[src/rtl/pipe5_wb.sv]
// Writeback stage: latches the memory-stage bundle, drives the regfile write port, owns HI/LO
// and turns a committed exception vector into a one-cycle flush. Optional trace: PIPE5_DEBUG_TRACE_EN.
module pipe5_wb #(
    parameter int          EX_W     = 6,
    parameter logic [31:0] HILO_RST = 32'h0
) (
    input  logic            clk,
    input  logic            resetn,
    input  logic            valid,
    output logic            allow_in,
    input  logic [EX_W-1:0] ex,
    input  logic [31:0]     pc,
    input  logic [4:0]      dest,
    input  logic [31:0]     ctrl_info,
    input  logic [31:0]     ctrl_info2,
    input  logic [31:0]     wb_value,
    input  logic [31:0]     div_quotient,
    input  logic [31:0]     div_remainder,
    input  logic            div_complete,
    input  logic [31:0]     cp0_rdata,
    output logic [4:0]      cp0_raddr,
    output logic [EX_W-1:0] pipe5_ex,
    output logic            flush,
    output logic [31:0]     flush_pc,
    output logic            rf_we,
    output logic [4:0]      rf_waddr,
    output logic [31:0]     rf_wdata,
    output logic            wb_valid,
    output logic [4:0]      wb_dest
`ifdef PIPE5_DEBUG_TRACE_EN
    ,
    output logic [31:0]     debug_wb_pc,
    output logic [3:0]      debug_wb_rf_wen,
    output logic [4:0]      debug_wb_rf_wnum,
    output logic [31:0]     debug_wb_rf_wdata,
    output logic [31:0]     retire_cnt
`endif
);

    logic            r_valid_p1;
    logic [EX_W-1:0] r_ex_p1;
    logic [31:0]     r_pc_p1;
    logic [4:0]      r_dest_p1;
    logic            r_reg_we_p1;
    logic            r_mfc0_p1;
    logic            r_mflo_p1;
    logic            r_mfhi_p1;
    logic            r_mtlo_p1;
    logic            r_mthi_p1;
    logic            r_div_p1;
    logic [31:0]     r_wb_value_p1;
    logic [31:0]     r_quot_p1;
    logic [31:0]     r_rem_p1;
    logic            r_div_done_p1;
    logic [31:0]     r_hi;
    logic [31:0]     r_lo;

    logic            w_exc;
    logic            w_commit;
    logic            w_unused_ctrl;

    assign w_unused_ctrl = &{1'b0, ctrl_info[31:28], ctrl_info[26:0],
                             ctrl_info2[31:15], ctrl_info2[9], ctrl_info2[7:0]};

    // Memory -> writeback boundary; a bundle arriving during a flush is dropped
    always_ff @(posedge clk or negedge resetn) begin
        if (!resetn) begin
            r_valid_p1    <= 1'b0;
            r_ex_p1       <= '0;
            r_pc_p1       <= '0;
            r_dest_p1     <= '0;
            r_reg_we_p1   <= 1'b0;
            r_mfc0_p1     <= 1'b0;
            r_mflo_p1     <= 1'b0;
            r_mfhi_p1     <= 1'b0;
            r_mtlo_p1     <= 1'b0;
            r_mthi_p1     <= 1'b0;
            r_div_p1      <= 1'b0;
            r_wb_value_p1 <= '0;
            r_quot_p1     <= '0;
            r_rem_p1      <= '0;
            r_div_done_p1 <= 1'b0;
        end else begin
            r_valid_p1 <= valid & ~w_exc;
            if (valid) begin
                r_ex_p1       <= ex;
                r_pc_p1       <= pc;
                r_dest_p1     <= dest;
                r_reg_we_p1   <= ctrl_info[27];
                r_mfc0_p1     <= ctrl_info2[8];
                r_mflo_p1     <= ctrl_info2[10];
                r_mfhi_p1     <= ctrl_info2[11];
                r_mtlo_p1     <= ctrl_info2[12];
                r_mthi_p1     <= ctrl_info2[13];
                r_div_p1      <= ctrl_info2[14];
                r_wb_value_p1 <= wb_value;
                r_quot_p1     <= div_quotient;
                r_rem_p1      <= div_remainder;
                r_div_done_p1 <= div_complete;
            end
        end
    end

    assign w_exc    = r_valid_p1 & (|r_ex_p1);
    assign w_commit = r_valid_p1 & ~w_exc;

    // Architectural HI/LO; a DIV without a finished result leaves both untouched
    always_ff @(posedge clk or negedge resetn) begin
        if (!resetn) begin
            r_hi <= HILO_RST;
            r_lo <= HILO_RST;
        end else if (w_commit) begin
            if (r_div_p1) begin
                if (r_div_done_p1) begin
                    r_lo <= r_quot_p1;
                    r_hi <= r_rem_p1;
                end
            end else if (r_mthi_p1) begin
                r_hi <= r_wb_value_p1;
            end else if (r_mtlo_p1) begin
                r_lo <= r_wb_value_p1;
            end
        end
    end

    always_comb begin
        rf_wdata = r_wb_value_p1;
        if (r_mfhi_p1)
            rf_wdata = r_hi;
        else if (r_mflo_p1)
            rf_wdata = r_lo;
        else if (r_mfc0_p1)
            rf_wdata = cp0_rdata;
    end

    assign allow_in  = 1'b1;
    assign cp0_raddr = r_dest_p1;
    assign pipe5_ex  = r_valid_p1 ? r_ex_p1 : '0;
    assign flush     = w_exc;
    assign flush_pc  = r_pc_p1;
    assign rf_we     = w_commit & r_reg_we_p1 & (r_dest_p1 != 5'd0);
    assign rf_waddr  = r_dest_p1;
    assign wb_valid  = r_valid_p1;
    assign wb_dest   = (r_valid_p1 & r_reg_we_p1 & ~w_exc) ? r_dest_p1 : 5'd0;

`ifdef PIPE5_DEBUG_TRACE_EN
    logic [31:0] r_retire_cnt;

    always_ff @(posedge clk or negedge resetn) begin
        if (!resetn)
            r_retire_cnt <= '0;
        else if (w_commit)
            r_retire_cnt <= r_retire_cnt + 32'd1;
    end

    assign retire_cnt        = r_retire_cnt;
    assign debug_wb_pc       = r_pc_p1;
    assign debug_wb_rf_wen   = {4{rf_we}};
    assign debug_wb_rf_wnum  = rf_waddr;
    assign debug_wb_rf_wdata = rf_wdata;
`endif

endmodule

[config.mk]
export PLATFORM = sky130hd
export DESIGN_NAME = pipe5_wb
export DESIGN_NICKNAME = d
export VERILOG_FILES = /design/src/rtl/pipe5_wb.sv
export SDC_FILE = /design/constraint.sdc
export NUM_CORES = 1
export LEC_CHECK = 0
export ABC_AREA = 0
export CORE_UTILIZATION = 51
export CTS_BUF_LIST = sky130_fd_sc_hd__clkbuf_2
export DETAILED_ROUTE_END_ITERATION = 7
export PLACE_DENSITY = 0.9
export SLEW_MARGIN = 20
export SYNTH_ARGS = -nofsm -noshare
export SYNTH_HDL_FRONTEND = slang
export SYNTH_SLANG_ARGS = --single-unit
[constraint.sdc]
create_clock -name clk -period 2.87 [get_ports clk]
set_input_delay 0.287 -clock clk [delete_from_list [all_inputs] [get_ports clk]]
set_output_delay 0.287 -clock clk [all_outputs]
set_load 0.02 [all_outputs]
# Word-level counts from Yosys, hierarchy flattened

Index checks and enable logic that the tools add are counted.

Bitwise operators: 8
Eq/ne operators: 2
Reductions and logical operators: 6
Multiplexer cells: 12

Operator list:

| operator                                      | count |
|---|---|
| 2-to-1 mux 32 bit                             | 10 |
| bitwise AND 1 bit                             | 7 |
| 2-to-1 mux 6 bit                              | 1 |
| OR reduction 6 bit                            | 1 |
| 2-to-1 mux 5 bit                              | 1 |
| nonzero test 5 bit                            | 1 |
| != test 2 x 1 -> 1 bit, second input constant | 2 |
| AND reduction 4 bit                           | 1 |
| nonzero test 2 bit                            | 2 |
| AND reduction 3 bit                           | 1 |
| inverter 1 bit                                | 1 |

Word-level logic and storage cells: 45
Input bits: 239
Register bits after elaboration: 212
Output and inout port bits: 89

# Longest topological paths before layout

Gate-level depths: netlist of run 1.

Depth in word-level cells: 6
Gate-level depth with buffers: 5
Gate-level depth less buffers: 3

# Least setup slack after synthesis of run 1

OpenSTA, ideal clock, no wires.

Kind: reg2out
From: reg r_ex_p1[0]
To: out wb_dest[0]
Stages on the path, launching flop included: 4
Setup slack: 1.016 ns
Buffers on the path: 0
Arrival: 1.567 ns
Required time: 2.583 ns
Cell sequence: dfrtp_1 -> or4_4 -> nor4_2 -> and2_1

Cells in the longest elaborated chain, start to end: 5

Ends and longest elaborated chain:

| item                   | RTL line | text |
|---|---|---|
| from (decl)            | 41       | `logic [EX_W-1:0] r_ex_p1;` |
| from (signal assigned) | 69       | `r_ex_p1 <= '0;` |
| from (signal assigned) | 86       | `r_ex_p1 <= ex;` |
| OR reduction 6 bit     | 104      | `assign w_exc = r_valid_p1 & (\|r_ex_p1);` |
| bitwise AND 1 bit      | 104      |  |
| inverter 1 bit         | 144      | `assign wb_dest = (r_valid_p1 & r_reg_we_p1 & ~w_exc) ? r_dest_p1 : 5'd0;` |
| bitwise AND 1 bit      | 144      |  |
| 2-to-1 mux 5 bit       | 144      |  |
| to (decl)              | 29       | `output logic [4:0] wb_dest` |

Every way passes these cells.

# Final worst setup path of run 1

From: reg r_mfc0_p1
To: out rf_wdata[26]

Cells in the longest elaborated chain, start to end: 3

Ends and longest elaborated chain:

| item                   | RTL line | text |
|---|---|---|
| from (decl)            | 45       | `logic r_mfc0_p1;` |
| from (signal assigned) | 90       | `r_mfc0_p1 <= ctrl_info2[8];` |
| 2-to-1 mux 32 bit      | 132      | `else if (r_mfc0_p1)` |
| 2-to-1 mux 32 bit      | 130      | `else if (r_mflo_p1)` |
| 2-to-1 mux 32 bit      | 128      | `if (r_mfhi_p1)` |
| to (decl)              | 27       | `output logic [31:0] rf_wdata,` |

Every way passes these cells.

==> results of run 1 <==
-- logic make-up (layout without fill, tap and decap cells) --
logic type / Yosys count / count (layout) / synth area share (%)
multiplexers: 275 / 275 / 30.26
flip-flops: 212 / 212 / 53.92
buffers and inverters: 118 / 447 / 5.481
AO/OA/AOI/OAI: 100 / 100 / 5.443
AND/OR/NAND/NOR: 85 / 85 / 4.858
other: 1 / 1 / 0.03812
-- cells in the final DEF, fill, tap and decap left out, types with 7 or more instances in the layout --
cell type and count:
a21oi_1 64, and2_2 7, buf_12 9, buf_4 10
clkbuf_2 89, clkdlybuf4s50_1 228, dfrtp_1 208, dlygate4sd2_1 32
inv_1 64, mux2_2 179, mux2i_1 96, nand2_1 34
nor2b_1 32, o21ai_0 32
-- how the worst max path moves through the flow --
stage / slack, ns / startpoint / depth (start not counted) / end
2_1_floorplan: 1.02 / r_ex_p1[0] / 3 / wb_dest[0]
3_3_place_gp: 0.36 / r_ex_p1[0] / 4 / wb_dest[2]
3_5_place_dp: 0.32 / r_ex_p1[0] / 4 / rf_we
4_1_cts: 0.003 / r_ex_p1[3] / 5 / wb_dest[3]
5_1_grt: -0.03 / r_mfc0_p1 / 5 / rf_wdata[26]
6_report: 0.10 / r_mfc0_p1 / 5 / rf_wdata[26]
-- critical path: stages, from the launching register on --
cell and delay [ns]:
dfrtp_4 0.51, buf_12 0.19, mux2i_1 0.24, o21ai_0 0.13
mux2_2 0.30, dlygate4sd2_1 0.32
-- sequential cells by signal, indices dropped and copies added (netlist names) --
register	cells
cp0_raddr	5
flush_pc	32
r_div_done_p1	1
r_div_p1	1
r_ex_p1	6
r_hi	32
r_lo	32
r_mfc0_p1	1
r_mfhi_p1	1
r_mflo_p1	1
r_mthi_p1	1
r_mtlo_p1	1
r_quot_p1	32
r_reg_we_p1	1
r_rem_p1	32
r_wb_value_p1	32
wb_valid	1
-- per-layer routing --
metal	wire length, µm	global-route usage [%]
met3	1762	7.167
met5	0	0
met4	594	9.783
met1	10200	31.35
met2	12080	43.96
-- power by group --
| part | internal (mW) | leakage, nW | switching, mW |
|---|---|---|---|
| Clock | 0.769 | 0.365 | 1.19 |
| Sequential | 3.29 | 2.61 | 0.213 |
| Combinational | 0.835 | 2.75 | 0.678 |
| Total | 4.89 | 5.73 | 2.08 |
-- layout make-up --
type | count | area (µm²)
fillers | 1340 | 5569
clock buffers | 86 | 430.4
repair buffers | 292 | 2919
multi-input cells | 461 | 4008
well taps | 260 | 325.3
inverters | 64 | 240.2
clock inverters | 5 | 18.77
flip-flops and latches | 212 | 5320
-- what timing repair did --
item / in CTS / in global routing
pin swaps: 2 / 0
setup buffers: 5 / 1
hold buffers: 3 / 0
endpoints found under the setup margin: 39 / 10
hold endpoints to repair: 131 / 0
resized for setup: 55 / 7
==> implementation parameters, run 1 <==
Parameter                              Value

Synthesis
  Flops & latches, synth ... 212
  Post-synth cell types ... 25
  Leading cell type by number of instances after synthesis ... dfrtp_1
  Number of enable-type register cells in the synthesized netlist ... 0
  Synth Flop Type ... dfrtp_1
  Share of synthesized area occupied by flip-flops and latches ... 53.92%
  Cell type with the highest aggregate area in the netlist ... dfrtp_1
  Net count after synthesis ... 1030
  Per-instance average area after synthesis ... 12.44 µm²
  Netlist area before placement ... 0.009838 mm²
  Fraction of synthesized cell area taken by the top area cell type ... 53.92%
  Ys Warns ... 0
  Share of flip-flops with an asynchronous set or reset after synthesis ... 100.0%
  Post-synthesis instance total ... 791
  Largest cells by area after synthesis ... dfrtp_1 (54%), mux2_2 (20%), mux2i_1 (9.8%), a21oi_1 (3.3%), inv_1 (2.4%)
  Top cells by instance count after synthesis ... dfrtp_1 (212), mux2_2 (179), mux2i_1 (96)

Global routing
  Pin count of the biggest net entering global routing ... 89
  Overflow left after global routing ... 0
  Total global routing track utilization ... 25.85%
  Number of global-route vias before repair ... 8010
  First-pass GRT wire length ... 40060 µm
  Antenna violations before repair ... 0

Die
  Die span in y ... 140.9 µm
  Total core area ... 0.01883 mm²
  Starting density of the core ... 52.25%
  Number of rows created at floorplan ... 50
  Area of the die ... 0.01985 mm²
  Width of the die ... 140.9 µm
  Ports ... 328

Layout
  Cell Count, Final, Fillers Out ... 1380
  Final design utilization ... 70.43%
  Total inserted antenna cells ... 0
  Final layout net count ... 1325
  Signed area change from the synthesized netlist to the final layout ... 34.80%
  Fraction of layout cells with a size suffix above 1 ... 27.86%
  Layout Cell Area excl Fill ... 0.01326 mm²

Clock network
  Clock tree buffer depth ... 3
  Clock-pin slew on the worst setup and hold paths ... 0.11 ns
  Clock buffers created by TritonCTS ... 55
  CTS tree ... done
  Library cell used as clock root buffer ... clkbuf_2
  Htree depth ... 2
  Clock tree sinks ... 212
  Worst-Skew Late Latency ... 0.81 ns

Setup path
  Launch instance of the worst register-to-register path ... r_div_p1
  Crit path max fanout ... 13
  Startpoint-to-endpoint class of the critical path ... flip-flop to primary output
  Logic depth of the worst register-to-register path ... 4
  Nature of the critical path startpoint ... flip-flop
  Endpoint required time on the critical path ... 2.58 ns
  Setup slack, reg-to-reg ... 0.75 ns
  Terminus of the critical flop-to-flop path ... r_lo[12]
  Critical path capture point type ... primary output
  Critical Path AT ... 2.48 ns

Drt
  Via/cell ratio ... 5.151
  Total length of routed wires ... 24630 µm
  DRC ... 0
  Remaining antenna violation count after routing ... 0
  Wirelength per Cell ... 17.85 µm
  First-pass DRT Iterations ... 4
  Routed vias ... 7108
  Drt initial violations ... 241

Min path
  Launch point of the worst hold path ... div_remainder[21]
  Path class of the lowest-slack min-delay path ... input port to flip-flop
  Endpoint of the worst hold-timing path ... r_rem_p1[21]
  WHS Path Cells ... 2

Placement
  Final weighted congestion in routability-driven placement ... 0.7948
  Port Buffers ... 269
  DP Worst Slack ... 0.3190 ns
  Detailed Place HPWL ... 16120 µm
  Placed cell area ... 0.01277 mm²
  Count of placed standard cells including taps ... 1280

STA
  Final Worst Setup Slack ... 0.1002 ns
  Post-route minimum period ... 2.770 ns
  Setup tns final ... 0 ns
  Slew Viols, Final ... 0
  Unrepaired setup endpoints after global routing ... true
  Worst-Margin Slew ... 0.7393 ns
  Upper clock frequency limit ... 0.3610 GHz
  Setup violation total in the final timing report ... 0
  Worst relative slew slack ... 50.71%
  Hold slack ... 0.08785 ns
  Fraction of the cycle the final worst path needs ... 96.51%
  Final Hold Viols ... 0
  Post-route clock skew ... 0.07570 ns

Pwr
  Leakage Power ... 5.728 nW
  Overall power ... 6.975 mW
  Total power divided by cell area ... 526.0 mW/mm²
  Worst IR Drop VDD ... 0.4071 mV

Flow run
  Count of max-cap constraint violations ... 0

Status
  Result of the run ... finished, final reports clean
No activity file was read; power rests on OpenSTA's default activity.
==> inputs of run 2 (changes only) <==
SETUP_SLACK_MARGIN = 0.2   (was unset)
==> implementation parameters, run 2 (synthesis gave the netlist of run 1 again) <==
Parameter                              Value

Clock network
  Library cell used as clock root buffer ... clkbuf_2
  Clock tree buffer depth ... 3
  Clock buffers created by TritonCTS ... 55
  Htree depth ... 2
  Clock-pin slew on the worst setup and hold paths ... 0.12 ns
  CTS tree ... done
  Worst-Skew Late Latency ... 0.81 ns
  Clock tree sinks ... 212

Setup path
  Nature of the critical path startpoint ... flip-flop
  Endpoint required time on the critical path ... 2.58 ns
  Logic depth of the worst register-to-register path ... 4
  Crit path max fanout ... 3
  Slowest stage delay, CP ... 0.58 ns
  Cell type of the slowest stage on the worst timing path ... or4_4
  Critical path, cell by cell ... or4_4 -> or3_4 -> and2_4 -> buf_6
  Crit path launch ... r_ex_p1[3]
  Startpoint-to-endpoint class of the critical path ... flip-flop to primary output
  Launch instance of the worst register-to-register path ... r_div_p1
  Setup slack, reg-to-reg ... 0.75 ns
  Terminus of the critical flop-to-flop path ... r_lo[12]
  Critical path capture point type ... primary output
  Critical Path Sink ... flush
  Critical Path AT ... 2.44 ns

STA
  Hold slack ... 0.08508 ns
  Final Worst Setup Slack ... 0.1393 ns
  Worst relative slew slack ... 50.88%
  Setup tns final ... 0 ns
  Upper clock frequency limit ... 0.3662 GHz
  Slew Viols, Final ... 0
  Post-route minimum period ... 2.731 ns
  Fraction of the cycle the final worst path needs ... 95.15%
  Post-route clock skew ... 0.08400 ns
  Worst-Margin Slew ... 0.7368 ns
  Unrepaired setup endpoints after global routing ... true
  Setup violation total in the final timing report ... 0
  Final Hold Viols ... 0

Drt
  Routed vias ... 7156
  Wirelength per Cell ... 18.22 µm
  Drt initial violations ... 264
  Via/cell ratio ... 5.141
  Total length of routed wires ... 25370 µm
  Remaining antenna violation count after routing ... 0
  DRC ... 0
  First-pass DRT Iterations ... 4

Placement
  Detailed Place HPWL ... 16120 µm
  Final weighted congestion in routability-driven placement ... 0.7948
  Port Buffers ... 269
  Placed cell area ... 0.01277 mm²
  DP Worst Slack ... 0.3190 ns

Layout
  Total inserted antenna cells ... 0
  Final layout net count ... 1337
  Fraction of layout cells with a size suffix above 1 ... 32.24%
  Top library cells by usage in the layout, fill and taps aside ... clkdlybuf4s50_1 (228), dfrtp_1 (208), mux2_2 (174)
  Layout Cell Area excl Fill ... 0.01346 mm²
  Leading cell type in the layout, fill and taps excluded ... clkdlybuf4s50_1
  Signed area change from the synthesized netlist to the final layout ... 36.86%

Die
  Total core area ... 0.01883 mm²
  Starting density of the core ... 52.25%
  Number of rows created at floorplan ... 50
  Ports ... 328
  Die span in y ... 140.9 µm
  Area of the die ... 0.01985 mm²
  Width of the die ... 140.9 µm

Min path
  Path class of the lowest-slack min-delay path ... input port to flip-flop
  Launch point of the worst hold path ... dest[2]

Pwr
  Worst IR Drop VDD ... 0.4127 mV
  Leakage Power ... 5.769 nW
  Total power divided by cell area ... 525.6 mW/mm²
  Overall power ... 7.076 mW

Flow run
  Count of max-cap constraint violations ... 0

Global routing
  Antenna violations before repair ... 0
  Pin count of the biggest net entering global routing ... 89
  First-pass GRT wire length ... 40030 µm
  Overflow left after global routing ... 0
  Total global routing track utilization ... 25.84%
  Number of global-route vias before repair ... 8004

Status
  Result of the run ... finished, final reports clean
==> run 2: changes by cell type in the layout (fill, tap and decap cells not counted), moves of 9 or more <==
cell / delta
o21ai_0: -15
o21ai_1: +15
clkbuf_2: +9
dlygate4sd2_1: -32
buf_6: +18
buf_4: +9
==> run 2: power breakdown <==
part / switching, mW / internal [mW] / leakage [nW] / total, mW
combinational: 0.713 / 0.897 / 2.79 / 1.61
sequential: 0.212 / 3.29 / 2.61 / 3.50
clock: 1.20 / 0.769 / 0.365 / 1.97
==> run 2: worst min path at each step <==
| stage | slack, ns | depth (start not counted) | to |
|---|---|---|---|
| floorplan | -0.009 | 0 | cp0_raddr[0] |
| global placement | 0.40 | 1 | r_hi[9] |
| detailed placement | 0.41 | 1 | r_hi[9] |
| CTS | 0.004 | 2 | r_wb_value_p1[26] |
| global route | 0.02 | 2 | cp0_raddr[2] |
| finish | 0.09 | 2 | cp0_raddr[2] |
==> run 2: layout make-up <==
cell class                 count  area (µm²)
fill                        1280        5366
tap                          260       325.3
timing repair buffer         304        3074
multi-input combinational    461        4055
inverter                      64       240.2
sequential                   212        5320
clock inverter                 5       18.77
clock buffer                  86       430.4
==> run 2: through the flow <==
stage          utilization, %  cells
2_1_floorplan               -    791
3_3_place_gp            67.84   1280
3_5_place_dp            67.84   1280
4_1_cts                 70.81   1382
5_1_grt                 71.50   1392
6_report                71.50   1392
==> run 2: worst max-delay path: cells and delay by family, from the launching register on <==
kind / cells / cell delay (ns)
DFF: 1 / 0.39
buffers and inverters: 1 / 0.12
and+or+nand+nor: 3 / 1.15
==> run 2: timing repair <==
item                                    in CTS  in global routing
buffers inserted                             8                  8
cloned                                       0                  2
pin swaps                                    3                  6
hold buffers                                 3                  0
hold endpoints to repair                   131                  0
gates resized for setup                     96                123
endpoints found under the setup margin      39                 39
==> run 2: layer usage <==
layer | vias to the layer above | routed length [µm] | GRT usage [%]
met3 | 58 | 1796 | 7.133
li1 | 3332 | - | -
met4 | 0 | 693 | 9.840
met5 | - | 0 | 0
met2 | 263 | 12320 | 43.96
met1 | 3503 | 10550 | 31.32
==> inputs of run 3 (changes only) <==
CTS_CLUSTER_SIZE = 20   (was unset)
==> implementation parameters, run 3 (synthesis gave the netlist of run 1 again) <==
Parameter                              Value

Status
  Result of the run ... finished, final reports clean

STA
  Worst-Margin Slew ... 0.7308 ns
  Upper clock frequency limit ... 0.3547 GHz
  Slew Viols, Final ... 0
  Setup tns final ... 0 ns
  Post-route clock skew ... 0.06254 ns
  Unrepaired setup endpoints after global routing ... true
  Final Worst Setup Slack ... 0.05052 ns
  Final Hold Viols ... 0
  Worst relative slew slack ... 51.28%
  Fraction of the cycle the final worst path needs ... 98.24%
  Hold slack ... 0.09325 ns
  Post-route minimum period ... 2.819 ns
  Setup violation total in the final timing report ... 0

Global routing
  Antenna violations before repair ... 0
  First-pass GRT wire length ... 41120 µm
  Pin count of the biggest net entering global routing ... 89
  Overflow left after global routing ... 0
  Total global routing track utilization ... 26.70%
  Number of global-route vias before repair ... 8137

Clock network
  Clock-pin slew on the worst setup and hold paths ... 0.11 ns
  Clock tree buffer depth ... 3
  CTS tree ... done
  Clock buffers created by TritonCTS ... 55
  Worst-Skew Late Latency ... 0.79 ns
  Library cell used as clock root buffer ... clkbuf_2
  Clock tree sinks ... 212
  Htree depth ... 2

Pwr
  Share of total power consumed by net switching ... 30.42%
  Internal Pwr Total ... 4.970 mW
  Switching power summed over all nets ... 2.172 mW
  Total power divided by cell area ... 525.6 mW/mm²
  Combinational fraction of design power ... 23.5%
  Portion of total power attributed to sequential cells ... 49.1%
  Share of total power in the clock network ... 27.4%
  Leakage Power ... 5.815 nW
  Worst IR Drop VDD ... 0.4044 mV

Drt
  Drt initial violations ... 291
  Wirelength per Cell ... 18.82 µm
  DRC ... 0
  Via/cell ratio ... 5.194
  First-pass DRT Iterations ... 5
  Routed vias ... 7204
  Total length of routed wires ... 26100 µm
  Remaining antenna violation count after routing ... 0

Placement
  Port Buffers ... 269
  Detailed Place HPWL ... 16120 µm
  Final weighted congestion in routability-driven placement ... 0.7948
  Count of placed standard cells including taps ... 1280
  DP Worst Slack ... 0.3190 ns

Setup path
  Endpoint required time on the critical path ... 2.58 ns
  Startpoint-to-endpoint class of the critical path ... flip-flop to primary output
  Critical path capture point type ... primary output
  Crit path max fanout ... 3
  Critical Path AT ... 2.53 ns
  Setup slack, reg-to-reg ... 0.69 ns
  Nature of the critical path startpoint ... flip-flop

Layout
  Cell Count, Final, Fillers Out ... 1387
  Leading cell type in the layout, fill and taps excluded ... clkdlybuf4s50_1
  Top library cells by usage in the layout, fill and taps aside ... clkdlybuf4s50_1 (228), dfrtp_1 (208), mux2_2 (157)
  Final layout net count ... 1334
  Final design utilization ... 72.16%
  Signed area change from the synthesized netlist to the final layout ... 38.11%
  Total inserted antenna cells ... 0
  Final-layout fill cell count ... 1250
  Fraction of layout cells with a size suffix above 1 ... 31.68%

Flow run
  Count of max-cap constraint violations ... 0

Die
  Ports ... 328
  Starting density of the core ... 52.25%
  Width of the die ... 140.9 µm
  Total core area ... 0.01883 mm²
  Area of the die ... 0.01985 mm²
  Number of rows created at floorplan ... 50
  Die span in y ... 140.9 µm

Min path
  Path class of the lowest-slack min-delay path ... input port to flip-flop
-- run 3: cell count changes in the layout (fill, tap and decap cells not counted), moves of 2 or more --
| cell | previous run | this run |
|---|---|---|
| mux2_2 | 174 | 157 |
| clkinv_1 | 5 | 7 |
| and2_4 | 6 | 3 |
| clkbuf_16 | 2 | 0 |
| buf_4 | 19 | 11 |
| o21ai_0 | 17 | 7 |
| buf_16 | 0 | 2 |
| and2_1 | 0 | 3 |
| mux2_4 | 5 | 22 |
| buf_6 | 20 | 33 |
| o21ai_1 | 15 | 25 |
| buf_12 | 11 | 13 |
| clkbuf_2 | 98 | 86 |
-- run 3: final cells by class --
class	count	area, µm²	share of cell area (%)
Sequential cell	212	5320	39.15
Multi-Input combinational cell	461	4115	30.29
Clock buffer	82	410.4	3.020
Tap cell	260	325.3	2.394
Inverter	64	240.2	1.768
Timing Repair Buffer	301	3151	23.19
Clock inverter	7	26.28	0.1934
-- run 3: critical path: stages, from the launching register on --
cell and delay [ns]:
dfrtp_1 0.40, or4_4 0.56, buf_4 0.16, or3_4 0.37, and2_4 0.17, buf_6 0.12
-- run 3: routing by layer --
metal	wire (µm)	GRT usage, %
met1	10390	31.95
met2	12980	45.85
met5	0	0
met3	2037	7.507
met4	695	10.01
-- run 3: through the flow --
stage	total power, mW	area, µm²
2_1_floorplan	4.349	9838
3_3_place_gp	5.028	12770
6_report	7.142	13590
5_1_grt	7.542	13590
4_1_cts	7.064	13380
3_5_place_dp	5.081	12770
-- run 3: power by group through the flow --
stage / logic (mW) / registers, mW / clock network, mW
after floorplan: 0.817 / 3.53 / 0
after global placement: 1.47 / 3.55 / 0
after detailed placement: 1.51 / 3.57 / 0
after CTS: 1.58 / 3.49 / 2.00
after global routing: 1.80 / 3.54 / 2.20
final: 1.68 / 3.51 / 1.96
-- run 3: worst paths after layout --
check	depth (start not counted)	end	startpoint
worst max register to register	6	r_hi[4]	r_ex_p1[0]
max in group asynchronous	3	r_wb_value_p1[27]	resetn
min in group asynchronous	2	r_hi[9]	resetn
worst min register to register	1	r_quot_p1[27]	r_quot_p1[27]
worst min-delay path	2	r_mfhi_p1	ctrl_info2[11]
worst max-delay path	5	flush	r_ex_p1[0]
-- run 3: timing repair --
action                                  4_1_cts  5_1_grt
endpoints found under the hold margin       121        0
endpoints found under the setup margin       39       35
gates resized for setup                     142      136
hold buffers                                  2        0
cloned                                        2        0
pin swaps                                     4       12
buffers inserted                             11        3
